--- config.mk ---
export PLATFORM = sky130hd
export DESIGN_NAME = tx_frontend
export DESIGN_NICKNAME = d
export VERILOG_FILES = /design/src/rtl/uart_pkg.sv /design/src/rtl/baud_acc.sv /design/src/rtl/tx_frontend.sv
export SDC_FILE = /design/constraint.sdc
export NUM_CORES = 1
export LEC_CHECK = 0
export BUFFER_PORTS_ARGS = -buffer_cell sky130_fd_sc_hd__clkbuf_2
export CORE_UTILIZATION = 55
export DETAILED_ROUTE_END_ITERATION = 7
export PLACE_DENSITY_LB_ADDON = 0.15
export SLEW_MARGIN = 25
export SYNTH_ARGS = -nofsm -noshare
export SYNTH_HDL_FRONTEND = slang
export SYNTH_SLANG_ARGS = --single-unit
--- constraint.sdc ---
create_clock -name clk_i -period 6.4 [get_ports clk_i]
set_clock_uncertainty 0.15 [all_clocks]
set_input_delay 0.64 -clock clk_i [delete_from_list [all_inputs] [get_ports clk_i]]
set_output_delay 0.64 -clock clk_i [all_outputs]
set_load 0.01 [all_outputs]
--- src/rtl/uart_pkg.sv ---
// Shared UART definitions: frame-size bounds, parity encoding and TX state type.
// Imported by the TX front-end and the baud accumulator.
package uart_pkg;
  localparam int unsigned MIN_FRAME_SIZE = 8;
  localparam int unsigned MAX_FRAME_SIZE = 11;
  localparam logic [1:0]  PARITY_NONE    = 2'b00;
  localparam int unsigned PARITY_ODD_BIT = 0;
  localparam int unsigned ACC_W          = 16;
  localparam int unsigned CNT_W          = 4;
  localparam int unsigned SHIFT_W        = MAX_FRAME_SIZE + 1;

  typedef enum logic {
    IDLE = 1'b0,
    SEND = 1'b1
  } tx_state_t;
endpackage

--- src/rtl/baud_acc.sv ---
// Fractional baud accumulator: bit ACC_W of the register flags the end of a bit
// period; the carry is dropped on the next add so the phase wraps at 2^ACC_W.
module baud_acc
  import uart_pkg::*;
(
  input  logic             clk_i,
  input  logic             rst_ni,
  input  logic             clr_i,
  input  logic             en_i,
  input  logic [ACC_W-1:0] incr_i,
  output logic             ovf_o
);

  logic [ACC_W:0] acc_q;

  always_ff @(posedge clk_i) begin
    if (!rst_ni || clr_i) begin
      acc_q <= '0;
    end else if (en_i) begin
      acc_q <= {1'b0, acc_q[ACC_W-1:0]} + {1'b0, incr_i};
    end
  end

  assign ovf_o = acc_q[ACC_W];

endmodule

--- src/rtl/tx_frontend.sv ---
// UART transmit front-end: accepts one character per valid/ready handshake and
// shifts start, data (LSB first), optional parity and stop bits onto uart_tx_o.
module tx_frontend
  import uart_pkg::*;
(
  input  logic        clk_i,
  input  logic        rst_ni,
  input  logic [15:0] cr_acc_incr_i,
  input  logic        cr_ds_i,
  input  logic [1:0]  cr_p_i,
  input  logic        cr_s_i,
  input  logic [7:0]  data_i,
  input  logic        valid_i,
  output logic        ready_o,
  output logic        uart_tx_o,
  output logic        busy_o,
  output logic        done_o
);

  tx_state_t          state_q;
  logic [SHIFT_W-1:0] shift_q;
  logic [CNT_W-1:0]   cnt_q;
  logic [ACC_W-1:0]   incr_q;
  logic               tx_q;
  logic               ready_q;
  logic               busy_q;
  logic               done_q;
  logic               accept;
  logic               baud_ovf;
  logic               period_end;

  function automatic logic [CNT_W-1:0] frame_size(input logic ds, input logic [1:0] p,
                                                  input logic s);
    frame_size = CNT_W'(MIN_FRAME_SIZE) + CNT_W'(ds) + CNT_W'(p != PARITY_NONE) + CNT_W'(s);
  endfunction

  // Bits above the parity slot stay 1, so stop bits come for free and the
  // shift fill keeps the line high for any trailing period.
  function automatic logic [SHIFT_W-1:0] build_frame(input logic [7:0] d, input logic ds,
                                                     input logic [1:0] p);
    logic [SHIFT_W-1:0] f;
    logic               par;
    f    = '1;
    f[0] = 1'b0;
    par  = p[PARITY_ODD_BIT] ^ (ds ? ^d : ^d[6:0]);
    if (ds) begin
      f[8:1] = d;
      if (p != PARITY_NONE) f[9] = par;
    end else begin
      f[7:1] = d[6:0];
      if (p != PARITY_NONE) f[8] = par;
    end
    build_frame = f;
  endfunction

  assign accept     = (state_q == IDLE) && valid_i && ready_q;
  assign period_end = (state_q == SEND) && baud_ovf;

  baud_acc u_baud_acc (
    .clk_i  (clk_i),
    .rst_ni (rst_ni),
    .clr_i  (accept),
    .en_i   (state_q == SEND),
    .incr_i (incr_q),
    .ovf_o  (baud_ovf)
  );

  always_ff @(posedge clk_i) begin
    if (!rst_ni) begin
      state_q <= IDLE;
      shift_q <= '0;
      cnt_q   <= '0;
      incr_q  <= '0;
      tx_q    <= 1'b1;
      ready_q <= 1'b1;
      busy_q  <= 1'b0;
      done_q  <= 1'b0;
    end else begin
      done_q <= 1'b0;
      case (state_q)
        IDLE: begin
          tx_q <= 1'b1;
          if (accept) begin
            state_q <= SEND;
            ready_q <= 1'b0;
            busy_q  <= 1'b1;
            shift_q <= build_frame(data_i, cr_ds_i, cr_p_i);
            cnt_q   <= frame_size(cr_ds_i, cr_p_i, cr_s_i) + CNT_W'(1);
            incr_q  <= cr_acc_incr_i;
          end
        end
        SEND: begin
          if (period_end) begin
            cnt_q   <= cnt_q - CNT_W'(1);
            shift_q <= {1'b1, shift_q[SHIFT_W-1:1]};
            if (cnt_q == CNT_W'(1)) begin
              state_q <= IDLE;
              ready_q <= 1'b1;
              busy_q  <= 1'b0;
              done_q  <= 1'b1;
              tx_q    <= 1'b1;
            end else begin
              tx_q <= shift_q[1];
            end
          end else begin
            tx_q <= shift_q[0];
          end
        end
        default: state_q <= IDLE;
      endcase
    end
  end

  assign ready_o   = ready_q;
  assign uart_tx_o = tx_q;
  assign busy_o    = busy_q;
  assign done_o    = done_q;

endmodule
# Word-level counts from Yosys, hierarchy flattened

Cells that the tools add are included.

Add/sub/neg operators: 6
Equality and inequality tests: 4
Multiplexer cells: 26
Bitwise operators: 2
Reductions and logical operators: 12

Operators with widths:

| kind                                                                   | count |
|---|---|
| 12-bit two-way mux                                                     | 2 |
| 12-bit case mux with 2 select lines                                    | 1 |
| 16-bit by 16-bit adder with 17-bit output                              | 1 |
| 1-bit two-way mux                                                      | 15 |
| 4-bit by 1-bit adder with 4-bit output                                 | 2 |
| 4-bit two-way mux                                                      | 2 |
| 8-bit two-way mux                                                      | 1 |
| 1-bit case mux with 2 select lines                                     | 4 |
| 4-bit case mux with 2 select lines                                     | 1 |
| 8-bit XOR reduction                                                    | 1 |
| 7-bit XOR reduction                                                    | 1 |
| 2-bit by 1-bit != test with 1-bit output (second input constant)       | 3 |
| 3-bit AND reduction                                                    | 2 |
| 4-bit by 1-bit adder with 4-bit output (first input constant)          | 1 |
| 4-bit by 1-bit adder with 4-bit output (second input constant)         | 1 |
| 4-bit by 1-bit equality test with 1-bit output (second input constant) | 1 |
| 2-bit AND reduction                                                    | 2 |
| 4-bit by 1-bit subtractor with 4-bit output (second input constant)    | 1 |
| 1-bit logical AND                                                      | 3 |
| 2-bit nonzero test                                                     | 1 |
| 1-bit zero test                                                        | 1 |
| 1-bit logical OR                                                       | 1 |
| 1-bit NOT                                                              | 1 |
| 1-bit XOR                                                              | 1 |

Flip-flop bits (word level): 54
Bits of input ports: 31
Output and inout port bits: 4
Word-level logic and storage cells: 59

# Logic depth before layout (Yosys ltp)

Word-level depth: 7
Gate-level depth with buffers: 9
Gate-level depth less buffers: 9

# Modules after synthesis

Synthesis repeated with hierarchy kept, for this count alone.

Cells, all modules: 340
Area total of the unflattened synthesis: 2,889.0 µm²

By module, submodules not included:

| module      | times used | cells each | area an instance (µm²) | seq. area each (µm²) |
|---|---|---|---|---|
| tx_frontend | 1          | 183        | 1,572.8                | 740.7 |
| baud_acc    | 1          | 157        | 1,316.3                | 340.3 |

# Worst setup path before layout

Ideal clock, no wire load.

Path type: flip-flop to flip-flop
Start point: reg incr_q[0]
End point: reg u_baud_acc.acc_q[16]
Library setup time: 0.151 ns
Arrival: 2.308 ns
Data required time: 6.099 ns
Slack: 3.791 ns
Cell stages (with the launch flop): 10
Buffers on the path: 0
Period minus slack after synthesis: 2.609 ns
Path through: dfxtp_1 -> ha_1 -> fa_1 -> a211oi_2 -> nor3_2 -> o21a_4 -> a41oi_4 -> a21oi_2 -> a2111oi_2 -> a2111oi_2

Cells in the longest elaborated chain, start to end: 1

Ends and longest elaborated chain:

| item                                      | RTL line          | source |
|---|---|---|
| start: declaration                        | tx_frontend.sv:23 | `logic [ACC_W-1:0] incr_q;` |
| start signal: assignment                  | tx_frontend.sv:89 | `incr_q <= cr_acc_incr_i;` |
| 16-bit by 16-bit adder with 17-bit output | baud_acc.sv:20    | `acc_q <= {1'b0, acc_q[ACC_W-1:0]} + {1'b0, incr_i};` |
| end signal: assignment                    | baud_acc.sv:20    |  |
| end: declaration                          | baud_acc.sv:14    | `logic [ACC_W:0] acc_q;` |

Every way passes these cells.
A chain may end at the register's enable or synchronous reset.

# Worst setup path in the final report

Start point: reg state_q
End point: reg cnt_q[2]

Cells in the longest elaborated chain, start to end: 5
Elaborated cells between the ends (all ways): 8
Classes of those cells: 2 x eq/ne; 1 x mux; 1 x bitwise; 4 x reduce/logical

Ends and longest elaborated chain:

| item                                               | RTL line          | source |
|---|---|---|
| start: declaration                                 | tx_frontend.sv:20 | `tx_state_t state_q;` |
| start signal: assignment                           | tx_frontend.sv:70 | `state_q <= IDLE;` |
| start signal: assignment                           | tx_frontend.sv:84 | `state_q <= SEND;` |
| start signal: assignment                           | tx_frontend.sv:97 | `state_q <= IDLE;` |
| 1-bit NOT (no line)                                | --                |  |
| 1-bit logical AND (2 in a row)                     | tx_frontend.sv:56 | `assign accept = (state_q == IDLE) && valid_i && ready_q;` |
| 2-bit by 1-bit != test with 1-bit output (no line) | --                |  |
| 2-bit AND reduction (no line)                      | --                |  |
| end signal: assignment                             | tx_frontend.sv:88 | `cnt_q <= frame_size(cr_ds_i, cr_p_i, cr_s_i) + CNT_W'(1);` |
| end signal: assignment                             | tx_frontend.sv:94 | `cnt_q <= cnt_q - CNT_W'(1);` |
| end: declaration                                   | tx_frontend.sv:22 | `logic [CNT_W-1:0] cnt_q;` |

Several ways; a longest one is shown, not always the timed one.

==> results_dict.tcl <==
set metrics [dict create \
    setup_violations 0 \
    synth_seq_cells 54 \
    synth_area_per_cell_um2 8.87 \
    wl_mm 5.67 \
    grt_pass1_vias 2154 \
    num_vias 2332 \
    fp.dieArea_um2 5670 \
    netlist_instances 333 \
    worst_slack_ns 3.22 \
    timing.fmax_mhz 315 \
    hold_ws_ns 0.314 \
    diodes 0 \
    start_kind "register" \
    cap_viol_max_count 0 \
    yosysUniqueCellTypes 50 \
    critPathKind "register to register" \
    clk_path_buf_depth 2 \
    drt-initial-drc-count 92 \
    end_kind "register" \
    cts_tree "yes" \
    finalPower_uw 726 \
    boundaryPins 35 \
    core_um2 5140 \
    clock_latency_ns 0.31 \
    syn-num-nets 386 \
    nFillCells 477 \
    cellLeakagePower_nw 1.44 \
    firstDrtPassIters 4 \
    synth_edf_count 0 \
    chipHeight_um 75.3 \
    fin_crit_ns 3.18 \
    dp_hpwl_mm 3.96 \
    wl_per_cell_um 13.2 \
    grt_max_degree 42 \
    grt_overflow 0 \
    antenna_found_initial 0 \
    port_buffers 34 \
    synth-xor-area-share_pct 5.80 \
    timing.slew.headroom_pct 43.7 \
    ant_nets 0 \
    root_buffer "clkbuf_8" \
    grt_use_total_pct 21.9 \
    rsz0062_at_grt "false" \
    synth_top_family_by_area "compound AO/OA/AOI/OAI gates" \
    vias_per_cell 5.42 \
    cts_hold_repair.buffers 0 \
    yosys.area.top_type "dfxtp_1" \
    final_common_cell "nand2_1" \
    syn_area_um2 2960 \
    final_nets 412 \
    final_util_pct 63.4 \
    finalCritPeriodShare_pct 49.7 \
    async_flop_share_pct 0 \
    synth_ff_type "dfxtp_1" \
    gp_congestion 0.827 \
    synth-compound-area-share_pct 23.8 \
    hold_class "register to register" \
    cts.sinks 54 \
    start_util_pct 57.5 \
    slew_violations 0 \
    final_cell_mix "nand2_1, dfxtp_1, clkbuf_2" \
    pre_cts_ws_ns 3.14 \
    p_per_area_nw_per_um2 223 \
    worst_slew_pin_slew_ns 0.841 \
    tns_ns 0 \
    clkSlewWorstSetupHoldPaths_ns 0.10 \
    syn_to_final_growth_pct 10.2 \
    status "complete, no violations" \
    numCtsBuffers 5 \
    hold_viol 0 \
    synthAdderAreaFrac_pct 9.57 \
    die_x_um 75.3 \
    path_max_fanout 37 \
    synth_simple_gate_area_share_pct 15.9 \
    grt_pass1_wl_mm 9.52 \
    seq_area_frac_synth_pct 36.6 \
    drcViolationCount 0 \
    synth.mux.area_fraction_pct 5.42 \
    htreeDepth 2 \
    num_rows 26 \
    synth_area_leaders "dfxtp_1, ha_1, nand2_1" \
    post-cts-setup-buffer-count 0 \
    rrSetupSlack_ns 3.22 \
    cp.required_ns 6.45 \
    crit_arrival_ns 3.23 \
    ctsResizeCount 0 \
    ir_drop_mv 0.127 \
    yosys_warnings 0 \
    drive_gt1_share_pct 15.0 \
    synth_top_area_share_pct 36.6 \
]
-- state kept, by name (all words and copies together) (netlist names) --
signal and count:
u_baud_acc.acc_q 17, incr_q 16, shift_q 12, cnt_q 4, busy_o 1, done_o 1
ready_o 1, state_q 1, uart_tx_o 1
-- synthesized netlist by cell type, types with 3 or more instances --
master / n
o211a_1: 9
o21a_1: 4
dfxtp_1: 54
nor2_1: 22
a21oi_1: 16
o21ai_1: 8
xnor2_1: 13
ha_1: 21
o21bai_1: 3
a21boi_0: 9
clkbuf_1: 12
a21boi_1: 11
nor3_1: 6
a21o_1: 5
a211oi_1: 6
o21ai_0: 7
xor2_1: 4
mux2i_1: 16
nand2_1: 58
nor2b_1: 3
inv_1: 6
buf_1: 3
nand3_1: 4
-- metrics by stage --
stage          instances  cell area (µm²)
4_1_cts              430             3260
2_1_floorplan        333             2960
5_1_grt              430             3260
6_report             430             3260
3_3_place_gp         422             3160
3_5_place_dp         422             3160
-- layer usage --
| metal | share of wire, % | track usage, % |
|---|---|---|
| met5 | 0 | 0 |
| met4 | 1.2 | 8.44 |
| met1 | 50 | 28.8 |
| met3 | 2.5 | 3.17 |
| met2 | 46 | 36.3 |
-- power breakdown --
group / switching [mW] / total [mW] / internal [mW] / leakage (nW)
Sequential: 0.0154 / 0.376 / 0.360 / 0.442
Combinational: 0.0817 / 0.145 / 0.0628 / 0.950
Clock: 0.116 / 0.206 / 0.0893 / 0.0478
-- kinds of logic after synthesis --
family	Yosys count
buf+inv	23
xor+xnor	18
compound gates	93
simple gates	107
flops	54
mux	16
fa+ha+maj	22
-- area by class of cell --
class / count / area (µm²) / area share [%]
Inverter: 7 / 26.3 / 0.806
Sequential cell: 54 / 1080 / 33.2
Clock inverter: 2 / 16.3 / 0.499
Multi-Input combinational cell: 256 / 1790 / 54.8
Timing Repair Buffer: 35 / 178 / 5.45
Clock buffer: 6 / 82.6 / 2.53
Tap cell: 70 / 87.6 / 2.69
-- final timing paths --
path / cells after the start / endpoint / start
max reg2reg: 8 / cnt_q[2]$_SDFFE_PN0P_ / state_q$_SDFF_PN0_
min: 2 / incr_q[13]$_SDFFE_PN0P_ / incr_q[13]$_SDFFE_PN0P_
min reg2reg: 2 / incr_q[13]$_SDFFE_PN0P_ / incr_q[13]$_SDFFE_PN0P_
max: 8 / cnt_q[2]$_SDFFE_PN0P_ / state_q$_SDFF_PN0_
-- worst max-delay path: stages, from the launching register on --
cell and delay [ns]:
dfxtp_1 0.32, buf_4 0.39, inv_2 0.26, nand3_1 0.65, nand2_1 0.64, nand2_1 0.20, mux2i_1 0.09, a221oi_1 0.26
nor2b_1 0.08
(Power assumes the default switching activity.)
